File: config.mk
export PLATFORM = sky130hd
export DESIGN_NAME = axim_ctrl_flat
export DESIGN_NICKNAME = d
export VERILOG_FILES = /design/src/rtl/axim_ctrl_if.sv /design/src/rtl/axim_ctrl.sv /design/src/flat_wrapper.sv
export SDC_FILE = /design/constraint.sdc
export NUM_CORES = 1
export LEC_CHECK = 0
export CELL_PAD_IN_SITES_DETAIL_PLACEMENT = 1
export CELL_PAD_IN_SITES_GLOBAL_PLACEMENT = 2
export CORE_MARGIN = 5
export CORE_UTILIZATION = 26
export CTS_CLUSTER_DIAMETER = 120
export CTS_CLUSTER_SIZE = 30
export DETAILED_ROUTE_END_ITERATION = 16
export GPL_TIMING_DRIVEN = 1
export PLACE_DENSITY_LB_ADDON = 0.1
export SKIP_LAST_GASP = 1
export SLEW_MARGIN = 30
export SYNTH_ARGS = -nofsm -noshare
export SYNTH_HDL_FRONTEND = slang
export SYNTH_SLANG_ARGS = --single-unit
export TNS_END_PERCENT = 10
File: constraint.sdc
create_clock -name clk -period 7.2 [get_ports clk]
set_input_delay 0.72 -clock clk [delete_from_list [all_inputs] [get_ports clk]]
set_output_delay 0.72 -clock clk [all_outputs]
set_load 0.005 [all_outputs]
File: src/rtl/axim_ctrl_if.sv
// Bundle for the LSU request port and the AXI4-Lite master channels of axim_ctrl.
// The master modport is the controller's view; the slave modport is the environment's.
interface axim_ctrl_if #(
    parameter int AW = 32,
    parameter int DW = 32
);
    logic              hs_ls4axim_val;
    logic              hs_axim4ls_rdy;
    logic [AW-1:0]     i_axim_adr;
    logic [DW-1:0]     i_axim_wdat;
    logic [DW/8-1:0]   i_axim_wen;
    logic              i_axim_ren;
    logic [DW-1:0]     o_axim_rdat;
    logic              o_axim_err;

    logic [AW-1:0]     o_axi_awaddr;
    logic              o_axi_awvalid;
    logic              i_axi_awready;
    logic [DW-1:0]     o_axi_wdata;
    logic [DW/8-1:0]   o_axi_wstrb;
    logic              o_axi_wvalid;
    logic              i_axi_wready;
    logic [1:0]        i_axi_bresp;
    logic              i_axi_bvalid;
    logic              o_axi_bready;
    logic [AW-1:0]     o_axi_araddr;
    logic              o_axi_arvalid;
    logic              i_axi_arready;
    logic [DW-1:0]     i_axi_rdata;
    logic [1:0]        i_axi_rresp;
    logic              i_axi_rvalid;
    logic              o_axi_rready;

    modport master (
        input  hs_ls4axim_val, i_axim_adr, i_axim_wdat, i_axim_wen, i_axim_ren,
        output hs_axim4ls_rdy, o_axim_rdat, o_axim_err,
        output o_axi_awaddr, o_axi_awvalid, input i_axi_awready,
        output o_axi_wdata, o_axi_wstrb, o_axi_wvalid, input i_axi_wready,
        input  i_axi_bresp, i_axi_bvalid, output o_axi_bready,
        output o_axi_araddr, o_axi_arvalid, input i_axi_arready,
        input  i_axi_rdata, i_axi_rresp, i_axi_rvalid, output o_axi_rready
    );

    modport slave (
        output hs_ls4axim_val, i_axim_adr, i_axim_wdat, i_axim_wen, i_axim_ren,
        input  hs_axim4ls_rdy, o_axim_rdat, o_axim_err,
        input  o_axi_awaddr, o_axi_awvalid, output i_axi_awready,
        input  o_axi_wdata, o_axi_wstrb, o_axi_wvalid, output i_axi_wready,
        output i_axi_bresp, i_axi_bvalid, input o_axi_bready,
        input  o_axi_araddr, o_axi_arvalid, output i_axi_arready,
        output i_axi_rdata, i_axi_rresp, i_axi_rvalid, input o_axi_rready
    );
endinterface

File: src/rtl/axim_ctrl.sv
// Sequences one held LSU request onto an AXI4-Lite master bus (AW/W/B or AR/R)
// and pulses ready for one cycle on completion, one transaction in flight at a time.
module axim_ctrl #(
    parameter int AW = 32,
    parameter int DW = 32
) (
    input logic         clk,
    input logic         rst,
    axim_ctrl_if.master bus
);
    localparam int SW = DW / 8;

    typedef enum logic [2:0] {
        ST_IDLE  = 3'd0,
        ST_WADDR = 3'd1,
        ST_BRESP = 3'd2,
        ST_RADDR = 3'd3,
        ST_RDATA = 3'd4,
        ST_DONE  = 3'd5
    } state_t;

    state_t          state_r, state_s;
    logic            awvalid_r, awvalid_s;
    logic            wvalid_r, wvalid_s;
    logic            bready_r, bready_s;
    logic            arvalid_r, arvalid_s;
    logic            rready_r, rready_s;
    logic            rdy_r, rdy_s;
    logic            err_r, err_s;
    logic [DW-1:0]   rdat_r, rdat_s;
    logic [AW-1:0]   adr_r, adr_s;
    logic [DW-1:0]   wdat_r, wdat_s;
    logic [SW-1:0]   wen_r, wen_s;
    logic            aw_done_s, w_done_s;

    // A write channel counts as done once its valid has already dropped or is handshaking now
    assign aw_done_s = ~awvalid_r | bus.i_axi_awready;
    assign w_done_s  = ~wvalid_r  | bus.i_axi_wready;

    // Next-state and next-output decode of the request sequencer
    always_comb begin
        state_s   = state_r;
        awvalid_s = awvalid_r;
        wvalid_s  = wvalid_r;
        bready_s  = 1'b0;
        arvalid_s = arvalid_r;
        rready_s  = 1'b0;
        rdy_s     = 1'b0;
        err_s     = err_r;
        rdat_s    = rdat_r;
        adr_s     = adr_r;
        wdat_s    = wdat_r;
        wen_s     = wen_r;
        case (state_r)
            ST_IDLE: begin
                if (bus.hs_ls4axim_val) begin
                    adr_s  = bus.i_axim_adr;
                    wdat_s = bus.i_axim_wdat;
                    wen_s  = bus.i_axim_wen;
                    if (bus.i_axim_wen != {SW{1'b0}}) begin
                        state_s   = ST_WADDR;
                        awvalid_s = 1'b1;
                        wvalid_s  = 1'b1;
                    end else if (bus.i_axim_ren) begin
                        state_s   = ST_RADDR;
                        arvalid_s = 1'b1;
                    end else begin
                        // Null request completes without touching the bus
                        state_s = ST_DONE;
                        rdy_s   = 1'b1;
                        err_s   = 1'b0;
                        rdat_s  = {DW{1'b0}};
                    end
                end else begin
                    state_s = ST_IDLE;
                end
            end
            ST_WADDR: begin
                if (awvalid_r && bus.i_axi_awready) begin
                    awvalid_s = 1'b0;
                end else begin
                    awvalid_s = awvalid_r;
                end
                if (wvalid_r && bus.i_axi_wready) begin
                    wvalid_s = 1'b0;
                end else begin
                    wvalid_s = wvalid_r;
                end
                if (aw_done_s && w_done_s) begin
                    state_s  = ST_BRESP;
                    bready_s = 1'b1;
                end else begin
                    state_s = ST_WADDR;
                end
            end
            ST_BRESP: begin
                if (bus.i_axi_bvalid) begin
                    state_s = ST_DONE;
                    rdy_s   = 1'b1;
                    err_s   = (bus.i_axi_bresp != 2'b00);
                end else begin
                    bready_s = 1'b1;
                end
            end
            ST_RADDR: begin
                if (bus.i_axi_arready) begin
                    state_s   = ST_RDATA;
                    arvalid_s = 1'b0;
                    rready_s  = 1'b1;
                end else begin
                    state_s = ST_RADDR;
                end
            end
            ST_RDATA: begin
                if (bus.i_axi_rvalid) begin
                    state_s = ST_DONE;
                    rdy_s   = 1'b1;
                    rdat_s  = bus.i_axi_rdata;
                    err_s   = (bus.i_axi_rresp != 2'b00);
                end else begin
                    rready_s = 1'b1;
                end
            end
            ST_DONE: begin
                state_s = ST_IDLE;
            end
            default: begin
                state_s   = ST_IDLE;
                awvalid_s = 1'b0;
                wvalid_s  = 1'b0;
                arvalid_s = 1'b0;
            end
        endcase
    end

    // Sequencer state register
    always_ff @(posedge clk or posedge rst) begin
        if (rst) begin
            state_r <= ST_IDLE;
        end else begin
            state_r <= state_s;
        end
    end

    // Registered bus outputs, latched request fields and completion status
    always_ff @(posedge clk or posedge rst) begin
        if (rst) begin
            awvalid_r <= 1'b0;
            wvalid_r  <= 1'b0;
            bready_r  <= 1'b0;
            arvalid_r <= 1'b0;
            rready_r  <= 1'b0;
            rdy_r     <= 1'b0;
            err_r     <= 1'b0;
            rdat_r    <= {DW{1'b0}};
            adr_r     <= {AW{1'b0}};
            wdat_r    <= {DW{1'b0}};
            wen_r     <= {SW{1'b0}};
        end else begin
            awvalid_r <= awvalid_s;
            wvalid_r  <= wvalid_s;
            bready_r  <= bready_s;
            arvalid_r <= arvalid_s;
            rready_r  <= rready_s;
            rdy_r     <= rdy_s;
            err_r     <= err_s;
            rdat_r    <= rdat_s;
            adr_r     <= adr_s;
            wdat_r    <= wdat_s;
            wen_r     <= wen_s;
        end
    end

    assign bus.hs_axim4ls_rdy = rdy_r;
    assign bus.o_axim_rdat    = rdat_r;
    assign bus.o_axim_err     = err_r;
    assign bus.o_axi_awaddr   = adr_r;
    assign bus.o_axi_awvalid  = awvalid_r;
    assign bus.o_axi_wdata    = wdat_r;
    assign bus.o_axi_wstrb    = wen_r;
    assign bus.o_axi_wvalid   = wvalid_r;
    assign bus.o_axi_bready   = bready_r;
    assign bus.o_axi_araddr   = adr_r;
    assign bus.o_axi_arvalid  = arvalid_r;
    assign bus.o_axi_rready   = rready_r;
endmodule

File: src/flat_wrapper.sv
// flat-port wrapper written by rule: the top's interface ports become plain ports
module axim_ctrl_flat 
#(
    parameter int AW = 32,
    parameter int DW = 32
)
  (clk, rst, bus_hs_ls4axim_val, bus_i_axim_adr, bus_i_axim_wdat, bus_i_axim_wen, bus_i_axim_ren, bus_hs_axim4ls_rdy, bus_o_axim_rdat, bus_o_axim_err, bus_o_axi_awaddr, bus_o_axi_awvalid, bus_i_axi_awready, bus_o_axi_wdata, bus_o_axi_wstrb, bus_o_axi_wvalid, bus_i_axi_wready, bus_i_axi_bresp, bus_i_axi_bvalid, bus_o_axi_bready, bus_o_axi_araddr, bus_o_axi_arvalid, bus_i_axi_arready, bus_i_axi_rdata, bus_i_axi_rresp, bus_i_axi_rvalid, bus_o_axi_rready);
  axim_ctrl_if #(.AW(AW), .DW(DW)) bus_i ();
  input logic clk;
  input logic rst;
  input wire logic [$bits(bus_i.hs_ls4axim_val)-1:0] bus_hs_ls4axim_val;
  input wire logic [$bits(bus_i.i_axim_adr)-1:0] bus_i_axim_adr;
  input wire logic [$bits(bus_i.i_axim_wdat)-1:0] bus_i_axim_wdat;
  input wire logic [$bits(bus_i.i_axim_wen)-1:0] bus_i_axim_wen;
  input wire logic [$bits(bus_i.i_axim_ren)-1:0] bus_i_axim_ren;
  output wire logic [$bits(bus_i.hs_axim4ls_rdy)-1:0] bus_hs_axim4ls_rdy;
  output wire logic [$bits(bus_i.o_axim_rdat)-1:0] bus_o_axim_rdat;
  output wire logic [$bits(bus_i.o_axim_err)-1:0] bus_o_axim_err;
  output wire logic [$bits(bus_i.o_axi_awaddr)-1:0] bus_o_axi_awaddr;
  output wire logic [$bits(bus_i.o_axi_awvalid)-1:0] bus_o_axi_awvalid;
  input wire logic [$bits(bus_i.i_axi_awready)-1:0] bus_i_axi_awready;
  output wire logic [$bits(bus_i.o_axi_wdata)-1:0] bus_o_axi_wdata;
  output wire logic [$bits(bus_i.o_axi_wstrb)-1:0] bus_o_axi_wstrb;
  output wire logic [$bits(bus_i.o_axi_wvalid)-1:0] bus_o_axi_wvalid;
  input wire logic [$bits(bus_i.i_axi_wready)-1:0] bus_i_axi_wready;
  input wire logic [$bits(bus_i.i_axi_bresp)-1:0] bus_i_axi_bresp;
  input wire logic [$bits(bus_i.i_axi_bvalid)-1:0] bus_i_axi_bvalid;
  output wire logic [$bits(bus_i.o_axi_bready)-1:0] bus_o_axi_bready;
  output wire logic [$bits(bus_i.o_axi_araddr)-1:0] bus_o_axi_araddr;
  output wire logic [$bits(bus_i.o_axi_arvalid)-1:0] bus_o_axi_arvalid;
  input wire logic [$bits(bus_i.i_axi_arready)-1:0] bus_i_axi_arready;
  input wire logic [$bits(bus_i.i_axi_rdata)-1:0] bus_i_axi_rdata;
  input wire logic [$bits(bus_i.i_axi_rresp)-1:0] bus_i_axi_rresp;
  input wire logic [$bits(bus_i.i_axi_rvalid)-1:0] bus_i_axi_rvalid;
  output wire logic [$bits(bus_i.o_axi_rready)-1:0] bus_o_axi_rready;
  assign bus_i.hs_ls4axim_val = bus_hs_ls4axim_val;
  assign bus_i.i_axim_adr = bus_i_axim_adr;
  assign bus_i.i_axim_wdat = bus_i_axim_wdat;
  assign bus_i.i_axim_wen = bus_i_axim_wen;
  assign bus_i.i_axim_ren = bus_i_axim_ren;
  assign bus_hs_axim4ls_rdy = bus_i.hs_axim4ls_rdy;
  assign bus_o_axim_rdat = bus_i.o_axim_rdat;
  assign bus_o_axim_err = bus_i.o_axim_err;
  assign bus_o_axi_awaddr = bus_i.o_axi_awaddr;
  assign bus_o_axi_awvalid = bus_i.o_axi_awvalid;
  assign bus_i.i_axi_awready = bus_i_axi_awready;
  assign bus_o_axi_wdata = bus_i.o_axi_wdata;
  assign bus_o_axi_wstrb = bus_i.o_axi_wstrb;
  assign bus_o_axi_wvalid = bus_i.o_axi_wvalid;
  assign bus_i.i_axi_wready = bus_i_axi_wready;
  assign bus_i.i_axi_bresp = bus_i_axi_bresp;
  assign bus_i.i_axi_bvalid = bus_i_axi_bvalid;
  assign bus_o_axi_bready = bus_i.o_axi_bready;
  assign bus_o_axi_araddr = bus_i.o_axi_araddr;
  assign bus_o_axi_arvalid = bus_i.o_axi_arvalid;
  assign bus_i.i_axi_arready = bus_i_axi_arready;
  assign bus_i.i_axi_rdata = bus_i_axi_rdata;
  assign bus_i.i_axi_rresp = bus_i_axi_rresp;
  assign bus_i.i_axi_rvalid = bus_i_axi_rvalid;
  assign bus_o_axi_rready = bus_i.o_axi_rready;
  axim_ctrl #(.AW(AW), .DW(DW)) u_core (.clk(clk), .rst(rst), .bus(bus_i));
endmodule
# Word level (Yosys, flattened, before mapping)
# Cells that the tools add are included.
# totals
input_bits	113
romBits	0
latch_bits	0
memories	0
regBits	110
wordCells	93
out_inout_bits	139
ramBits	0
# op_classes
order_cmp	0
addsub	0
n_div	0
bitwise	6
shift	0
n_mux	42
n_reduce_logical	18
n_eq_ne	15
mul	0
# ops
operator	n
$mux W32	4
$pmux W32 S2	1
$mux W1	22
$mux W3	6
$pmux W1 S3	5
$pmux W3 S5	1
$ne A2 B2 Y1 const B	7
$reduce_and A5 Y1	2
$reduce_and A4 Y1	2
$reduce_or A4 Y1	2
$eq A3 B2 Y1 const B	2
$eq A3 B3 Y1 const B	2
$ne A2 B1 Y1 const B	3
$reduce_and A6 Y1	1
$reduce_bool A2 Y1	3
$not A1 Y1	4
$pmux W1 S2	2
$reduce_and A2 Y1	2
$reduce_bool A4 Y1	1
$eq A3 B1 Y1 const B	1
$logic_and A1 B1 Y1	3
$logic_not A3 Y1	1
$reduce_bool A3 Y1	1
$mux W2	1
$or A1 B1 Y1	2

# Longest topological paths before layout
# depth
ltp_word	5
ltp_mapped	6
depth_no_buf	4

# Worst setup path after synthesis
# Ideal clock, no wire load.
# synth_timing
kind	input-to-reg
start	input bus_i_axim_wen[1]
end	register u_core.rdat_r[0], in the netlist u_core.bus.o_axim_rdat[0]
setup_time_ns	0.118
path_stages	5
setup_slack_ns	5.005
t_arrival_ns	2.077
n_path_buf	1
path_cell_list	or4_4 > o31ai_4 > nand2_4 > buf_6 > a21o_1
# synth_between
elab_chain_len	3
# synth_rtl
element	line_no	text
from (decl)	flat_wrapper.sv:14	input wire logic [$bits(bus_i.i_axim_wen)-1:0] bus_i_axim_wen;
$reduce_bool A4 Y1	axim_ctrl.sv:60	if (bus.i_axim_wen != {SW{1'b0}}) begin
$ne A2 B2 Y1 (no line)	-	
$reduce_and A5 Y1 (no line)	-	
to (signal assigned)	axim_ctrl.sv:155	rdat_r <= {DW{1'b0}};
to (signal assigned)	axim_ctrl.sv:167	rdat_r <= rdat_s;
to (decl)	axim_ctrl.sv:30	logic [DW-1:0] rdat_r, rdat_s;
# Every way passes these cells.
# A chain may end at the register's enable or synchronous reset.

# Final worst setup path
# layout_timing
start	input bus_i_axim_wen[1]
end	register u_core.rdat_r[16], in the netlist u_core.bus.o_axim_rdat[16]
# Same word-level chain as after synthesis.

==> impl_metrics.py <==
metrics = {
    "clocking": {
        "clk-insertion-delay-late_ns": 0.35,
        "clock_sinks": 110,
        "cts-resized-gates": 0,
        "ctsHtreeMaxLevel": 3,
        "cts_tree": "done",
        "cts_max_path_buffers": 2,
        "cts_buffers": 9,
        "cts_hold_buf": 0,
        "root_buffer": "clkbuf_16",
        "cts_setup_buffers": 0,
        "clk_pin_slew_ns": 0.07,
    },
    "critical_path": {
        "worstSetupPathType": "primary input to flop",
        "required_ns": 7.44,
        "setup.worst_path.end_class": "flop",
        "rrSetupSlack_ns": 4.86,
        "worstPathArrival_ns": 3.11,
        "reg2reg_from": "u_core.state_r[0]",
        "start_kind": "primary input",
        "crit_path_max_fanout": 32,
        "startpoint": "bus_i_axim_wen[1]",
    },
    "route": {
        "drt-initial-drc-count": 96,
        "via_per_inst": 4.597,
        "ant_nets": 0,
        "dr.pass1.iters": 4,
        "wl_per_cell_um": 19.11,
        "vias": 3691,
        "drc_errors": 0,
        "met1_length_um": 5994,
        "finalWirelength_um": 15340,
        "met3WireLength_um": 1486,
        "dr_wl_met2_um": 7595,
        "dr.max_layer_used": "met4",
    },
    "grt": {
        "grt_max_degree": 69,
        "grt_pass1_wl_um": 24310,
        "grt_pass1_vias": 4238,
        "track_usage": 0.1423,
        "grt.overflow.total": 0,
        "antenna_found_initial": 0,
    },
    "synthesis": {
        "avgSynthCellArea_um2": 13.37,
        "synth-async-reset-ratio": 1.000,
        "syn-num-nets": 474,
        "yosys_warnings": 0,
        "synth_seq_cells": 110,
        "ys_seq_area_frac": 0.5702,
        "yosys_most_used_dff": "dfrtp_1",
        "synth_top_area_cell": "dfrtp_1",
        "syn_inst": 361,
        "synth_top_area_share": 0.5702,
        "syn_area_mm2": 0.004827,
        "synth_edf_count": 0,
        "ys_top_cells_by_area": "dfrtp_1 57%, mux2_2 16%, and4_1 5.4%",
        "synth_cell_types": 38,
    },
    "timing": {
        "clock_skew_ns": 0.008061,
        "max_freq_mhz": 348.4,
        "hold_viol_final": 0,
        "rsz0062_at_grt": "false",
        "final_max_slew_viol_count": 0,
        "setup_ws_ns": 4.330,
        "tightest_slew_ns": 0.8889,
        "finalCriticalPeriod_ns": 2.870,
        "finalSetupViolations": 0,
        "fin_setup_tns_ns": 0,
        "slew-limit-headroom": 0.4074,
        "layout_worst_path_cycle_share": 0.3987,
        "timing.hold.ws_ns": 0.4805,
    },
    "finish": {
        "fin_nets": 684,
        "drive_gt1_frac": 0.1707,
        "area_growth_pct": 56.89,
        "fill_cells": 1939,
        "n_antenna_cell": 0,
    },
    "pwr": {
        "power.share.switching": 0.3003,
        "p_sw_w": 0.0009246,
        "p_per_area_mw_per_mm2": 406.6,
        "combPwrFrac": 0.477,
        "leakagePower_nw": 3.323,
        "peakVddDrop_mv": 0.1412,
        "power_frac_seq": 0.361,
        "internal_power_w": 0.002155,
        "clock_power_share": 0.162,
    },
    "outcome": {
        "status": "completed",
    },
    "job": {
        "drv_cap": 0,
    },
    "place": {
        "pre_cts_ws_ns": 3.882,
        "hpwl_um": 11320,
        "place.port_buffers": 251,
        "place_congestion": 0.7173,
    },
    "floorplan": {
        "core_area_mm2": 0.01815,
        "dieHeight_um": 146.3,
        "rows": 49,
        "dieArea_mm2": 0.02139,
        "io_pins": 252,
        "start_util": 0.2660,
        "dieWidth_um": 146.3,
    },
    "hold_path": {
        "min-delay-start": "u_core.bus.o_axim_rdat[24]",
        "min_path_type": "flop to flop",
    },
}
[kinds of logic (layout without fill, tap and decap cells)]
logic type / Yosys count / in the layout / synth area share
compound gates: 57 / 57 / 0.08658
flops: 110 / 110 / 0.5702
xor+xnor: 1 / 1 / 0.001815
mux: 68 / 68 / 0.1586
buf+inv: 61 / 274 / 0.08450
simple gates: 64 / 64 / 0.09824
[through the flow]
step                cell area, µm²  std cells  power, W  utilization
floorplan                     4827        361  0.001770            -
global placement              7264        788  0.002590       0.4003
detailed placement            7281        789  0.002627       0.4012
CTS                           7570        803  0.003160       0.4171
global route                  7574        803  0.003288       0.4173
finish                        7574        803  0.003079       0.4173
[path summary, 6_finish.rpt]
path                                               end  depth (start not counted)
setup / recovery            u_core.bus.o_axim_rdat[16]                          5
hold / removal              u_core.bus.o_axim_rdat[24]                          1
setup reg to reg            u_core.bus.o_axi_wdata[18]                          3
hold reg to reg             u_core.bus.o_axim_rdat[24]                          1
max in group asynchronous  u_core.bus.o_axi_araddr[21]                          3
min in group asynchronous   u_core.bus.o_axi_araddr[7]                          2
[worst max-delay path, cell delays in order]
cell and delay, ns:
clkdlybuf4s50_1 0.45, or4_4 0.59, o31ai_4 0.66, nand2_4 0.36, a21o_2 0.31
[state kept, by name (all words and copies together), names as in the netlist]
signal                     cells
u_core.bus.o_axi_araddr       32
u_core.bus.o_axi_wdata        32
u_core.bus.o_axim_rdat        32
u_core.bus.o_axi_wstrb         4
u_core.state_r                 3
u_core.bus.hs_axim4ls_rdy      1
u_core.bus.o_axi_arvalid       1
u_core.bus.o_axi_awvalid       1
u_core.bus.o_axi_bready        1
u_core.bus.o_axi_rready        1
u_core.bus.o_axi_wvalid        1
u_core.bus.o_axim_err          1
[power by group through the flow]
stage	clock network, W	logic (W)	registers, W
floorplan	0	0.000665	0.00111
global route	0.000544	0.00158	0.00116
finish	0.000499	0.00147	0.00111
detailed placement	0	0.00150	0.00113
global placement	0	0.00148	0.00111
CTS	0.000528	0.00151	0.00112
[routing by layer]
metal,track usage,vias to the layer above
li1,-,1678
met1,0.1598,1843
met2,0.2408,155
met3,0.06725,15
met4,0.04327,0
met5,0,-
[Yosys cell counts (2+ instances only)]
| library cell | count |
|---|---|
| a21o_1 | 31 |
| a21o_2 | 2 |
| a21oi_1 | 6 |
| and4_1 | 30 |
| and4_2 | 2 |
| buf_2 | 2 |
| buf_4 | 33 |
| buf_6 | 7 |
| clkbuf_1 | 14 |
| dfrtp_1 | 110 |
| inv_1 | 5 |
| mux2_2 | 68 |
| nand2_1 | 10 |
| nand2b_1 | 2 |
| nand3b_1 | 2 |
| nor2_1 | 5 |
| nor3_1 | 3 |
| o21ai_0 | 8 |
| o22ai_1 | 2 |
[layout by cell type, fill, tap and decap left out, types with 3 or more instances in the layout]
| cell type | instances |
|---|---|
| dfrtp_1 | 110 |
| mux2_2 | 68 |
| inv_1 | 4 |
| a21oi_1 | 6 |
| nor3_1 | 3 |
| o21ai_0 | 8 |
| clkdlybuf4s50_1 | 251 |
| and4_1 | 30 |
| nand2_1 | 10 |
| clkbuf_16 | 9 |
| a21o_1 | 31 |
| nor2_1 | 4 |
[layout make-up]
cell class                 count  area [µm²]  share of cell area
tap                          229       286.5             0.03783
multi-input combinational    190        1674              0.2210
inverter                       5       21.27            0.002809
clock buffer                  11       242.7             0.03205
clock inverter                 3       46.29            0.006113
sequential                   110        2753              0.3635
timing repair buffer         255        2550              0.3367
Note: power is estimated with default switching activity, not from simulation.
